**src/rtl/ring_out_arb.sv**
```systemverilog
// Ring-stop output arbiter: pops one flit per cycle from the ring-through or local FIFO
// into a single output register, with ring priority bounded by a starvation counter.
module ring_out_arb #(
    parameter int WIDTH      = 8,
    parameter int STARVE_MAX = 4     // legal range 1..15
) (
    input  logic             clk,
    input  logic             rst,
    input  logic             iRingEmpty,
    input  logic [WIDTH-1:0] iRingDat,
    output logic             oRingRdEn,
    input  logic             iLocEmpty,
    input  logic [WIDTH-1:0] iLocDat,
    output logic             oLocRdEn,
    output logic             oVld,
    output logic [WIDTH-1:0] oDat,
    input  logic             iRdy,
    output logic             oStarve
);

    typedef enum logic {
        S_EMPTY = 1'b0,
        S_FULL  = 1'b1
    } state_t;

    localparam logic [3:0] CNT_MAX = 4'(STARVE_MAX);

    state_t           state_reg, state_next;
    logic [WIDTH-1:0] dat_reg, dat_next;
    logic [3:0]       cnt_reg, cnt_next;
    logic [WIDTH-1:0] sel_dat;
    logic             can_load;
    logic             sel_ring;
    logic             sel_loc;

    assign can_load = (state_reg == S_EMPTY) || iRdy;
    // Ring wins unless local has waited through CNT_MAX ring grants.
    assign sel_ring = !iRingEmpty && (iLocEmpty || (cnt_reg < CNT_MAX));
    assign sel_loc  = !iLocEmpty && !sel_ring;

    assign oRingRdEn = can_load && sel_ring && !rst;
    assign oLocRdEn  = can_load && sel_loc  && !rst;

    generate
        for (genvar gi = 0; gi < WIDTH; gi++) begin : g_sel
            assign sel_dat[gi] = sel_ring ? iRingDat[gi] : iLocDat[gi];
        end
    endgenerate

    always_comb begin
        state_next = state_reg;
        dat_next   = dat_reg;
        cnt_next   = cnt_reg;

        if (oRingRdEn || oLocRdEn) begin
            state_next = S_FULL;
            dat_next   = sel_dat;
        end else if (can_load) begin
            state_next = S_EMPTY;
        end

        // Counter only tracks ring grants made while a local flit is actually waiting.
        if (oLocRdEn || iLocEmpty) begin
            cnt_next = 4'd0;
        end else if (oRingRdEn) begin
            cnt_next = (cnt_reg >= CNT_MAX) ? CNT_MAX : cnt_reg + 4'd1;
        end
    end

    always_ff @(posedge clk) begin
        if (rst) begin
            state_reg <= S_EMPTY;
            dat_reg   <= '0;
            cnt_reg   <= 4'd0;
        end else begin
            state_reg <= state_next;
            dat_reg   <= dat_next;
            cnt_reg   <= cnt_next;
        end
    end

    assign oVld    = (state_reg == S_FULL);
    assign oDat    = dat_reg;
    assign oStarve = (cnt_reg == CNT_MAX);

endmodule

```
**config.mk**
```make
export PLATFORM = sky130hd
export DESIGN_NAME = ring_out_arb
export DESIGN_NICKNAME = d
export VERILOG_FILES = /design/src/rtl/ring_out_arb.sv
export SDC_FILE = /design/constraint.sdc
export NUM_CORES = 1
export LEC_CHECK = 0
export ABC_AREA = 0
export CAP_MARGIN = 20
export CORE_UTILIZATION = 37
export DETAILED_ROUTE_END_ITERATION = 16
export PLACE_DENSITY = 0.8
export REMOVE_ABC_BUFFERS = 1
export SYNTH_ARGS = -nofsm -noshare
export SYNTH_HDL_FRONTEND = slang
export SYNTH_SLANG_ARGS = --single-unit
export TNS_END_PERCENT = 50
```
**constraint.sdc**
```tcl
create_clock -name clk -period 1.1 [get_ports clk]
set_input_delay 0.33 -clock clk [delete_from_list [all_inputs] [get_ports clk]]
set_output_delay 0.33 -clock clk [all_outputs]
set_load 0.03 [all_outputs]
```
==> summary.md <==
| Metric | Value |
|---|---|
| Async set-reset flop share out of synthesis | 0 |
| Post-synthesis sequential element count | 13 |
| FF-to-FF setup slack | -0.07 ns |
| CP Cell Sequence | o21ba_4 -> o21ai_2 -> nor2_1 -> buf_4 |
| Initial antenna violation count | 0 |
| Distinct cell type count after synthesis | 28 |
| Diode count | 0 |
| Power Dens Cells | 906 nW/um2 |
| Layout Area Growth over Synthesis | 79.6% |
| Reg area | between 200 and 300 um2 |
| Dominant cells by area after synthesis | dfxtp_1, a311oi_2, nand3b_1 |
| Slew Limit Fails | 0 |
| Status | finished, violations left |
| Routed wl met3 | ~120 um |
| FF-to-FF Start | cnt_reg[3]$_SDFFE_PP0P_ |
| Row count | 16 |
| Worst Setup End Kind | output port |
| Top sig layer | met3 |
| Mean routed wirelength per cell | between 10 and 15 um |
| Via density | about 5.3 |
| Setup crit start | cnt_reg[3]$_SDFFE_PP0P_ |
| Final number of hold-violating endpoints | 0 |
| GRT overflow | 0 |
| Crit path max fanout | 3 |
| I/O Pins | 33 |
| Failing checks | setup timing |
| Critical Path RT | about 0.77 ns |
| Gate count of the mapped netlist | 80 |
| RSZ-0062 raised after global routing | yes |
| Class of the worst hold path | in2reg |
| Multi-input gate area | about 530 um2 |
| Fin area | approximately 1400 um2 |
| Layout cell share with drive strength beyond 1 | 0.615 |
| PnR worst setup slack | -0.467 ns |
| Vias in the first global route | 811 |
| Total track usage | 0.207 |
| Slew at the pin closest to its max-slew limit | approximately 0.23 ns |
| Total wire length | about 2300 um |
| Peak VDD IR | around 730 uV |
| DRT Pass-1 Iters | 4 |
| Hold_buf cts | 0 |
| Die Width | about 47 um |
| Worst path max stage delay | roughly 0.34 ns |
| Worst R2R Path Depth | 4 |
| Final worst path period share | 1.42 |
| Syn avg cell area | 9.51 um2 |
| Hold_ws | about 0.41 ns |
| Slowest CP cell | dfxtp_2 |
| Nets | 154 |
| Prevailing post-synth register cell | dfxtp_1 |
| Starting density of the core | 0.392 |
| Clock Skew | a little over 0.007 ns |
| Die Y | 47.3 um |
| Largest net degree at the start of global routing | 18 |
| Register area share after synthesis | 0.342 |
| Max clock buf depth | 2 |
| Final min period | approximately 1.6 ns |
| Dpl hpwl | approximately 1600 um |
| Antenna Nets Post-Route | 0 |
| Slew HR | 0.844 |
| DRT met1 WL | roughly 1000 um |
| Clk root buf | clkbuf_4 |
| Via count | about 830 |
| P_leak | between 0.0005 and 0.0006 uW |
| Top delay family on crit path | compound AO/OA/AOI/OAI gates |
| Commonest non-fill, non-tap cell in the layout | buf_4 |
| DR WL met2 | 1170 um |
| CTS tree | yes |
| YS warnings | 0 |
| RePlAce Congestion | ~0.8 |
| Arrival @ worst endpoint | 1.24 ns |
| Reg2Reg Capture Point | oDat[2]$_SDFFE_PP0P_ |
| Crit path to | oLocRdEn |
| Htree depth | 1 |
| Final setup fails | 12 |
| CTS Buf Count | 3 |
| Drt initial violations | 13 |
| Dominant cell type by area after synthesis | dfxtp_1 |
| Crit path buf inv count | 1 |
| Crit Path Class | reg2out |
| Clock sink total | 13 |
| FMAX | 638 MHz |
| Core ar. | 1940 um2 |
| Commonest cells after routing, fill and taps aside | buf_4, clkdlybuf4s50_1, buf_6 |
| Die Footprint | approximately 2200 um2 |
| Synthesized area | about 760 um2 |
| Max-Cap Viols | 0 |
| Yosys top cell area share | 0.342 |
| Largest register FFs | 8 |
| CP Depth | 4 |
| Clk_lat worst skew | about 0.28 ns |
| Port Buffers | 32 |
| EDFF count, synth | 0 |
| Clk pin slew, worst setup/hold paths | 0.09 ns |
| Area after DPL | about 1200 um2 |
| First-pass GRT wire length | between 3000 and 4000 um |
| Remaining DRCs | 0 |
| Startpoint types | flop |
| Filler cells | 144 |
[logic make-up (layout without fill, tap and decap cells)]
group,after synthesis,after routing,synth area share
adders and majority gates,2,2,0.0329
DFF,13,13,0.342
and+or+nand+nor,24,24,0.219
buffers and inverters,10,60,0.0674
AOI/OAI and AO/OA,31,31,0.339
[what timing repair did]
item / 4_1_cts / 5_1_grt
endpoints found under the hold margin: 0 / 0
pin swaps: 18 / 15
endpoints found under the setup margin: 24 / 19
buffers inserted: 4 / 1
resized for setup: 41 / 21
[worst min path at each step]
stage	startpoint	endpoint	depth (start not counted)
2_1_floorplan	rst	oDat[0]$_SDFFE_PP0P_	1
3_3_place_gp	cnt_reg[1]$_SDFFE_PP0P_	cnt_reg[1]$_SDFFE_PP0P_	2
3_5_place_dp	cnt_reg[1]$_SDFFE_PP0P_	cnt_reg[1]$_SDFFE_PP0P_	2
4_1_cts	cnt_reg[1]$_SDFFE_PP0P_	cnt_reg[1]$_SDFFE_PP0P_	2
5_1_grt	iLocEmpty	oVld$_SDFFE_PP0P_	3
6_report	iLocEmpty	oVld$_SDFFE_PP0P_	3
[cell usage after synthesis (2+ instances only)]
cell / instances
a21oi_1: 3
a311oi_2: 8
nand3b_1: 8
nand3_1: 2
nor3_1: 2
ha_1: 2
or2_2: 2
dfxtp_1: 13
inv_1: 3
a31oi_1: 9
o21ai_1: 9
nand2_1: 2
buf_2: 2
[per-layer routing]
metal,up-vias,GRT usage
li1,408,-
met1,392,0.223
met2,31,0.386
met3,0,0.0577
met4,0,0.0629
met5,-,0
[per-stage QoR]
step | cells | worst slack [ns] | util | setup TNS [ns] | total power [uW]
finish | 157 | -0.467 | 0.704 | -1.69 | 1240
floorplan | 74 | -0.807 | - | -2.52 | 705
CTS | 157 | -0.430 | 0.686 | -1.90 | 1230
detailed placement | 150 | -0.752 | 0.606 | -8.15 | 905
global placement | 150 | -0.669 | 0.606 | -7.57 | 897
global route | 157 | -0.494 | 0.704 | -2.23 | 1280
[area by class of cell]
cell class	instances	share of cell area
flip-flops and latches	13	0.206
clock buffers	4	0.0192
repair buffers	52	0.353
inverters	4	0.0128
multi-input cells	57	0.385
well taps	27	0.0247
[tightest hold or removal path: cells and delay by family]
| family | cells | cell delay (ns) |
|---|---|---|
| buffers and inverters | 2 | 0.25 |
| AO/OA/AOI/OAI | 1 | 0.06 |
[power breakdown]
| group | leakage (uW) | total, uW | switching (uW) | internal (uW) |
|---|---|---|---|---|
| Clock | 0.0000150 | 302 | 162 | 141 |
| Combinational | 0.000391 | 413 | 193 | 220 |
| Sequential | 0.000112 | 523 | 22.7 | 500 |
Note: power is estimated with default switching activity, not from simulation.
